[src/rtl/fetch_queue.sv]
// Instruction fetch unit: owns the PC, issues sequential imem requests and
// buffers returned words with their PC in a small FIFO toward decode.
module fetch_queue #(
  parameter int                    DATA_WIDTH = 32,
  parameter int                    DEPTH      = 4,
  parameter logic [DATA_WIDTH-1:0] RESET_PC   = '0
) (
  input  logic                         clk,
  input  logic                         rst_n,
  input  logic                         trigger,
  input  logic                         redirect_valid,
  input  logic [DATA_WIDTH-1:0]        redirect_pc,
  output logic                         imem_req,
  output logic [DATA_WIDTH-1:0]        imem_addr,
  input  logic [DATA_WIDTH-1:0]        imem_rdata,
  output logic                         instr_valid,
  input  logic                         instr_ready,
  output logic [DATA_WIDTH-1:0]        instr,
  output logic [DATA_WIDTH-1:0]        instr_pc,
  output logic [DATA_WIDTH-1:0]        instr_pcplus4,
  output logic [$clog2(DEPTH+1)-1:0]   fifo_count
);

  localparam int AW = $clog2(DEPTH);
  localparam int CW = $clog2(DEPTH+1);
  localparam logic [DATA_WIDTH-1:0] NOP = DATA_WIDTH'(32'h0000_0013);

  logic [DATA_WIDTH-1:0] fetch_pc_q, fetch_pc_d;
  logic [DATA_WIDTH-1:0] infl_pc_q, infl_pc_d;
  logic                  inflight_q, inflight_d;
  logic                  kill_q, kill_d;
  logic [CW-1:0]         count_q, count_d;
  logic [AW-1:0]         rd_ptr_q, rd_ptr_d;
  logic [AW-1:0]         wr_ptr_q, wr_ptr_d;

  logic [DATA_WIDTH-1:0] word_q [DEPTH];
  logic [DATA_WIDTH-1:0] pc_q   [DEPTH];

  logic credit_ok;
  logic issue;
  logic push;
  logic pop;

  // Credits cover both buffered words and the one response still in flight
  assign credit_ok = (count_q + CW'(inflight_q)) < CW'(DEPTH);
  assign issue     = rst_n && trigger && !redirect_valid && credit_ok;
  assign push      = inflight_q && !kill_q;
  assign pop       = instr_valid && instr_ready;

  assign imem_req    = issue;
  assign imem_addr   = fetch_pc_q;
  assign instr_valid = count_q != '0;
  assign fifo_count  = count_q;

  assign instr         = instr_valid ? word_q[rd_ptr_q] : NOP;
  assign instr_pc      = instr_valid ? pc_q[rd_ptr_q] : '0;
  assign instr_pcplus4 = instr_pc + DATA_WIDTH'(4);

  always_comb begin
    fetch_pc_d = fetch_pc_q;
    infl_pc_d  = infl_pc_q;
    inflight_d = issue;
    kill_d     = redirect_valid;
    count_d    = count_q + CW'(push) - CW'(pop);
    rd_ptr_d   = rd_ptr_q + AW'(pop);
    wr_ptr_d   = wr_ptr_q + AW'(push);
    if (issue) begin
      fetch_pc_d = fetch_pc_q + DATA_WIDTH'(4);
      infl_pc_d  = fetch_pc_q;
    end
    if (redirect_valid) begin
      fetch_pc_d = redirect_pc & ~DATA_WIDTH'(3);
      count_d    = '0;
      rd_ptr_d   = '0;
      wr_ptr_d   = '0;
    end
  end

  always_ff @(posedge clk or negedge rst_n) begin
    if (!rst_n) begin
      fetch_pc_q <= RESET_PC;
      infl_pc_q  <= '0;
      inflight_q <= 1'b0;
      kill_q     <= 1'b0;
      count_q    <= '0;
      rd_ptr_q   <= '0;
      wr_ptr_q   <= '0;
    end else begin
      fetch_pc_q <= fetch_pc_d;
      infl_pc_q  <= infl_pc_d;
      inflight_q <= inflight_d;
      kill_q     <= kill_d;
      count_q    <= count_d;
      rd_ptr_q   <= rd_ptr_d;
      wr_ptr_q   <= wr_ptr_d;
    end
  end

  // Storage is masked by count, so it needs no reset
  always_ff @(posedge clk) begin
    if (push) begin
      word_q[wr_ptr_q] <= imem_rdata;
      pc_q[wr_ptr_q]   <= infl_pc_q;
    end
  end

  a_no_overflow: assert property (
    @(posedge clk) disable iff (!rst_n)
    !(push && count_q == CW'(DEPTH))
  );

endmodule

[config.mk]
export PLATFORM = sky130hd
export DESIGN_NAME = fetch_queue
export DESIGN_NICKNAME = d
export VERILOG_FILES = /design/src/rtl/fetch_queue.sv
export SDC_FILE = /design/constraint.sdc
export NUM_CORES = 1
export LEC_CHECK = 0
export ABC_AREA = 1
export CAP_MARGIN = 5
export CORE_ASPECT_RATIO = 0.6
export CORE_MARGIN = 1.5
export CORE_UTILIZATION = 57
export CTS_BUF_LIST = sky130_fd_sc_hd__clkbuf_4 sky130_fd_sc_hd__clkbuf_8
export DETAILED_ROUTE_END_ITERATION = 6
export PLACE_DENSITY = 0.91
export SYNTH_ARGS = -nofsm -noshare
export SYNTH_HDL_FRONTEND = slang
export SYNTH_SLANG_ARGS = --single-unit
[constraint.sdc]
create_clock -name clk -period 7.1 [get_ports clk]
set_clock_uncertainty 0.1 [all_clocks]
set_input_delay 2.13 -clock clk [delete_from_list [all_inputs] [get_ports clk]]
set_output_delay 2.13 -clock clk [all_outputs]
set_load 0.01 [all_outputs]
### Yosys cells after proc, flatten, opt, wreduce, memory -nomap -nowiden

Memory sizes are Yosys's and may differ from the RTL's.
Index checks and enable logic that the tools add are counted.

* memories: 2
* input bits: 69
* bits in registers: 73
* output and inout bits: 133
* memory bits (writable): 256
* logic and storage cells: 35

Memory list
* pc_q: depth 4, width 32, rd ports 1, clocked after memory_dff 0, wr ports 1, line 37 `logic [DATA_WIDTH-1:0] pc_q [DEPTH];`
* word_q: depth 4, width 32, rd ports 1, clocked after memory_dff 0, wr ports 1, line 36 `logic [DATA_WIDTH-1:0] word_q [DEPTH];`

* add/sub/neg operators: 7
* $lt $le $gt $ge: 1
* reductions and logical operators: 9
* muxes and demuxes: 9

Operators with widths (count)
* $mux 32: 4
* $add 32x3->32 const B: 2
* $add 3x1->3: 2
* $logic_and 1x1->1: 5
* $add 2x1->2: 2
* $mux 2: 2
* $lt 3x3->1 const B: 1
* $mux 3: 1
* $reduce_bool 3->1: 1
* $sub 3x1->3: 1
* $logic_not 1->1: 2
* $mux 1: 2
* $reduce_bool 2->1: 1

### Logic depth before layout (Yosys ltp)

* depth in word-level cells: 5
* gate-level depth with buffers: 15
* mapped depth without buffers: 12

### Worst setup path before layout

Ideal clock, no wire load.

* path type: register -> register
* start: register kill_q
* end: memory pc_q[2][10], enable pin
* path buffers: 0
* required time: 6442 ps
* slack: 1657 ps
* arrival: 4785 ps
* clock period less this slack: 5443 ps
* library setup time: 558 ps
* stages on the path, launching flop included: 4
* cells stage by stage: dfrtp_1 nor2_1 inv_1 nor3_1

* cells in the longest elaborated chain, start to end: 4

Ends and longest elaborated chain
* start, declared: line 31 `logic kill_q, kill_d;`
* start signal, assigned: line 92 `kill_q <= kill_d;`
* $logic_not 1->1: line 47 `assign push = inflight_q && !kill_q;`
* $logic_and 1x1->1: line 47
* $mux 1: line 101 `if (push) begin`
* $mux 1 (implied by the code): line 103 `pc_q[wr_ptr_q] <= infl_pc_q;`
* end, declared: line 37

Every way passes these cells.

### Final worst setup path

* start: register rd_ptr_q[0]
* end: output instr_pcplus4[18]

* cells in the longest elaborated chain, start to end: 3

Ends and longest elaborated chain
* start, declared: line 33 `logic [AW-1:0] rd_ptr_q, rd_ptr_d;`
* start signal, assigned: line 94 `rd_ptr_q <= rd_ptr_d;`
* $mem_v2 4x32
* $mux 32: line 56 `assign instr_pc = instr_valid ? pc_q[rd_ptr_q] : '0;`
* $add 32x3->32: line 57 `assign instr_pcplus4 = instr_pc + DATA_WIDTH'(4);`
* end, declared: line 20 `output logic [DATA_WIDTH-1:0] instr_pcplus4,`

Every way passes these cells.

==> results.md <==
- The maximum number of pins on one net before global-route repair is 126.
- Yosys mapped a number of flops with a built-in enable equal to 248.
- The setup slack after placement is 1.15 ns.
- The minimum clock period after layout is between 6 and 7 ns.
- After synthesis, the largest area contributor takes up 50.6% of total cell area.
- Traced cell by cell, the critical path runs through inv_8 > nand2_1 > nand3_1 > a21oi_1 > ha_1 > nand3_4 > nor2_2 > nand2_1 > xor2_1 > clkdlybuf4s50_1.
- After routing, the total negative slack on setup checks comes to 0 ns.
- The worst path uses 89.9% of the clock period.
- The worst setup slack after layout is slightly above 0.7 ns.
- The transition time at the pin with the least slew margin is ~1.0 ns.
- The synthesized design contains 317 register bits.
- The number of buffers inserted during clock tree synthesis is 45.
- The required time of the critical path is around 4.9 ns.
- The most critical setup path has its endpoint at instr_pcplus4[18].
- In this run the vertical extent of the chip is 128 um.
- The filler cells instantiated in the layout total roughly 1800.
- Measured along the x axis, the die boundary spans around 210 um.
- The count of warnings emitted by yosys is 0.
- The endpoint of the worst-slack reg-to-reg timing path is fifo_count[2].
- Counting every instance in the synthesized netlist gives about 1500.
- Clock tree synthesis found a total of 317 sinks.
- The family of cells with the greatest summed delay on the critical path is flip-flops.
- The clock transition at the registers of the reported paths is 0.07 ns.
- Along the worst path, the maximum fanout reaches 125.
- In this run the number of cells on the critical path is 10.
- The post-route antenna net violation count is 0.
- The power density over the cells is 371 nW/um^2.
- The worst stage delay on the critical path is 1.06 ns.
- The final hold violation count is 0.
- The cell type with the highest aggregate area in the netlist is edfxtp_1.
- The total length of routed wires is slightly below 40 mm.
- The number of top-level pins is 202.
- The first global-routing pass estimated 59.6 mm of wire.
- The beginning of the critical path is rd_ptr_q[0].
- Static timing analysis puts the maximum clock frequency at 157 MHz.
- The initial antenna violation count is 0.
- The critical path start-end classification is flop to primary output.
- The most used flip-flop cell after synthesis is edfxtp_1.
- The via count is 11600.
- The number of antenna diodes in the final layout is 0.
- IR analysis of the VDD net gives a maximum drop of 0.211 mV.
- The number of rows in the core area is 45.
- The post-cts resize count is 0.
- TritonCTS built the clock tree.
- The worst setup path is captured at a primary output.
- The share of synthesized area occupied by flip-flops and latches is 62.3%.
- For this run, the total global-route usage over all layers was measured as 28.9%.
- Setup violations remaining at the end of the flow were counted as 0.
- The worst hold path belongs to the class flop to flop.
- The detailed-placement wirelength estimate is 25.6 mm.
- The cell that appears most often on the critical path is nand2_1.
- For this design the static power due to leakage is 6.93 nW.
- The average instance area after synthesis is 9.88 um^2.
- The nature of the critical path startpoint is a flop.
- The arrival time at the worst endpoint is 4.15 ns.
- The residual DRC count is 0.
- The netlist uses between 40 and 50 different library cells.
- The mean number of vias per cell is 5.66.
- The commonest non-fill, non-tap cell in the layout is nand2_1.
- In this run, the number of DRC markers left after iteration 0 of detailed routing was approximately 1200.
- In this run, post-CTS hold repair placed 0 buffers.
- The first detailed-routing pass ran for 6 iterations.
- Counting cells, the worst reg-to-reg path comes to 11.
- After global routing the overflow that remains totals 0.
- The initial utilization of the core area, before any placement, comes to 58.1%.
- The number of global-route vias before repair is between 10000 and 15000.
- After detailed routing, the average wire length per cell comes to around 19 um.
- Setup slack on the worst reg-to-reg path comes out at ~3.6 ns.
- Setup repair after global routing left no endpoint under its margin.
- The flow ran to the end, and the final reports show no timing, DRC or antenna violations.
- The tool flagged a number of max-cap violations equal to 0.
- In this run the deepest clock path goes through 3 buffers.
- Compared with the post-synthesis result, the final layout area differs by 19.9%.
- Buffers added to address setup during post-CTS repair amount to 0.
- The standard cell with the maximum stage delay on the critical path is dfrtp_4.
- The number of max-slew violations in the final report came to 0.
- The worst relative slew slack is 30.5%.
- The floorplan step defined a die boundary enclosing between 20000 and 30000 um^2.
- The worst register-to-register path begins at fifo_count[1].
- The top cell types in the final layout, fill and taps aside, are nand2_1 (386), edfxtp_1 (248), nor2_1 (222).
- Counting both buffers and inverters, the worst setup path holds a total of 2.
- The clock latency of the later-clocked register in the worst-skew pair is roughly 0.6 ns.
- Cells with a size suffix above 1 make up 9.17% of the layout.
- Buffers placed on the I/O ports in this run total 193.
- After synthesis, the cell types taking the most area are edfxtp_1 (51%), dfrtp_1 (12%), nand2_1 (9.8%).
- After floorplanning, the core was sized to cover 25300 um^2.
- Of all flip-flops after synthesis, the portion carrying an async set or reset was 21.8%.
- The synthesized cell area is 14700 um^2.
- The final layout contains 1754 nets.
- The buffer type at the clock tree root is clkbuf_8.
- The clock tree synthesis step divided the H-tree into 2 levels.
- The congestion estimate from routability-driven global placement came to 0.949.
## stage by stage
| stage | instance area [um^2] | hold WS [ns] | cells | utilization (%) | power, W |
|---|---|---|---|---|---|
| 2_1_floorplan | 14800 | 0.376 | 1496 | - | 0.00388 |
| 3_3_place_gp | 16800 | 0.395 | 1960 | 66.3 | 0.00506 |
| 3_5_place_dp | 16800 | 0.425 | 1960 | 66.3 | 0.00516 |
| 4_1_cts | 17700 | 0.439 | 2042 | 69.7 | 0.00654 |
| 5_1_grt | 17700 | 0.459 | 2042 | 69.7 | 0.00688 |
| 6_report | 17700 | 0.436 | 2042 | 69.7 | 0.00656 |
## power breakdown
part	switching, W	internal [W]
clock network	0.000668	0.000725
logic	0.00158	0.00110
registers	0.000275	0.00222
total	0.00252	0.00404
## kinds of logic (layout without fill, tap and decap cells)
| logic type | count (synthesis) | count (layout) | synth area share (%) |
|---|---|---|---|
| other | 1 | 6 | 0.0255 |
| DFF | 317 | 317 | 62.3 |
| buffers and inverters | 187 | 404 | 5.89 |
| xor gates and xnor gates | 40 | 40 | 2.43 |
| and+or+nand+nor | 775 | 775 | 22.5 |
| adders and majority gates | 7 | 7 | 0.645 |
| AOI/OAI and AO/OA | 164 | 164 | 6.21 |
## worst register-to-register path, stage by stage (launching register included)
cell and delay [ns]:
dfrtp_1 0.45, nor2_1 0.27, nand2_4 0.31, inv_2 0.70, nor2_1 0.21, ha_1 0.36
inv_1 0.09, ha_1 0.15, inv_1 0.05, fa_1 0.39, and3_1 0.18, nor3_1 0.12
## synthesized netlist by cell type, types with 6 or more instances
master,n
o21ai_0,93
inv_2,8
nand3_1,89
nor2_1,222
buf_1,9
nor2_2,14
nor3_1,12
buf_6,10
dfrtp_1,69
buf_4,15
o21ai_1,6
edfxtp_1,248
nand2_1,386
clkbuf_1,18
a21oi_1,36
buf_2,20
o211ai_1,6
inv_1,105
o221ai_1,12
nand2_2,11
xor2_1,36
nand3_2,6
nand4_1,11
ha_1,6
nor2_4,14
## metal layers
layer / share of wire (%) / vias up / track usage [%]
met1: 44 / 5451 / 44.4
met5: 0 / - / 0
met3: 11 / 63 / 5.51
li1: - / 5315 / -
met2: 43 / 724 / 43.1
met4: 1.4 / 0 / 6.39
## worst min-delay path by stage
stage | from | to | slack, ns | cells past startpoint
after floorplan | infl_pc_q[10] | pc_q[0][10] | 0.38 | 0
after global placement | infl_pc_q[8] | pc_q[0][8] | 0.39 | 0
after detailed placement | infl_pc_q[12] | pc_q[0][12] | 0.42 | 0
after CTS | infl_pc_q[13] | pc_q[1][13] | 0.44 | 0
after global routing | infl_pc_q[13] | pc_q[1][13] | 0.46 | 0
final | infl_pc_q[13] | pc_q[1][13] | 0.44 | 0
## cell type report
type | instances | area [um^2] | share of cell area, %
Sequential cell | 317 | 9180 | 52.0
Multi-Input combinational cell | 992 | 4730 | 26.8
Timing Repair Buffer | 207 | 2030 | 11.5
Clock buffer | 69 | 806 | 4.56
Inverter | 115 | 442 | 2.50
Tap cell | 329 | 412 | 2.33
Clock inverter | 13 | 65.1 | 0.368
## sequential cells by signal (all words and copies together), names as in the netlist
| name | flops |
|---|---|
| inflight_q | 1 |
| infl_pc_q | 30 |
| rd_ptr_q | 2 |
| fifo_count | 3 |
| imem_addr | 30 |
| pc_q | 120 |
| wr_ptr_q | 2 |
| word_q | 128 |
| kill_q | 1 |
Note: power is estimated with default switching activity, not from simulation.
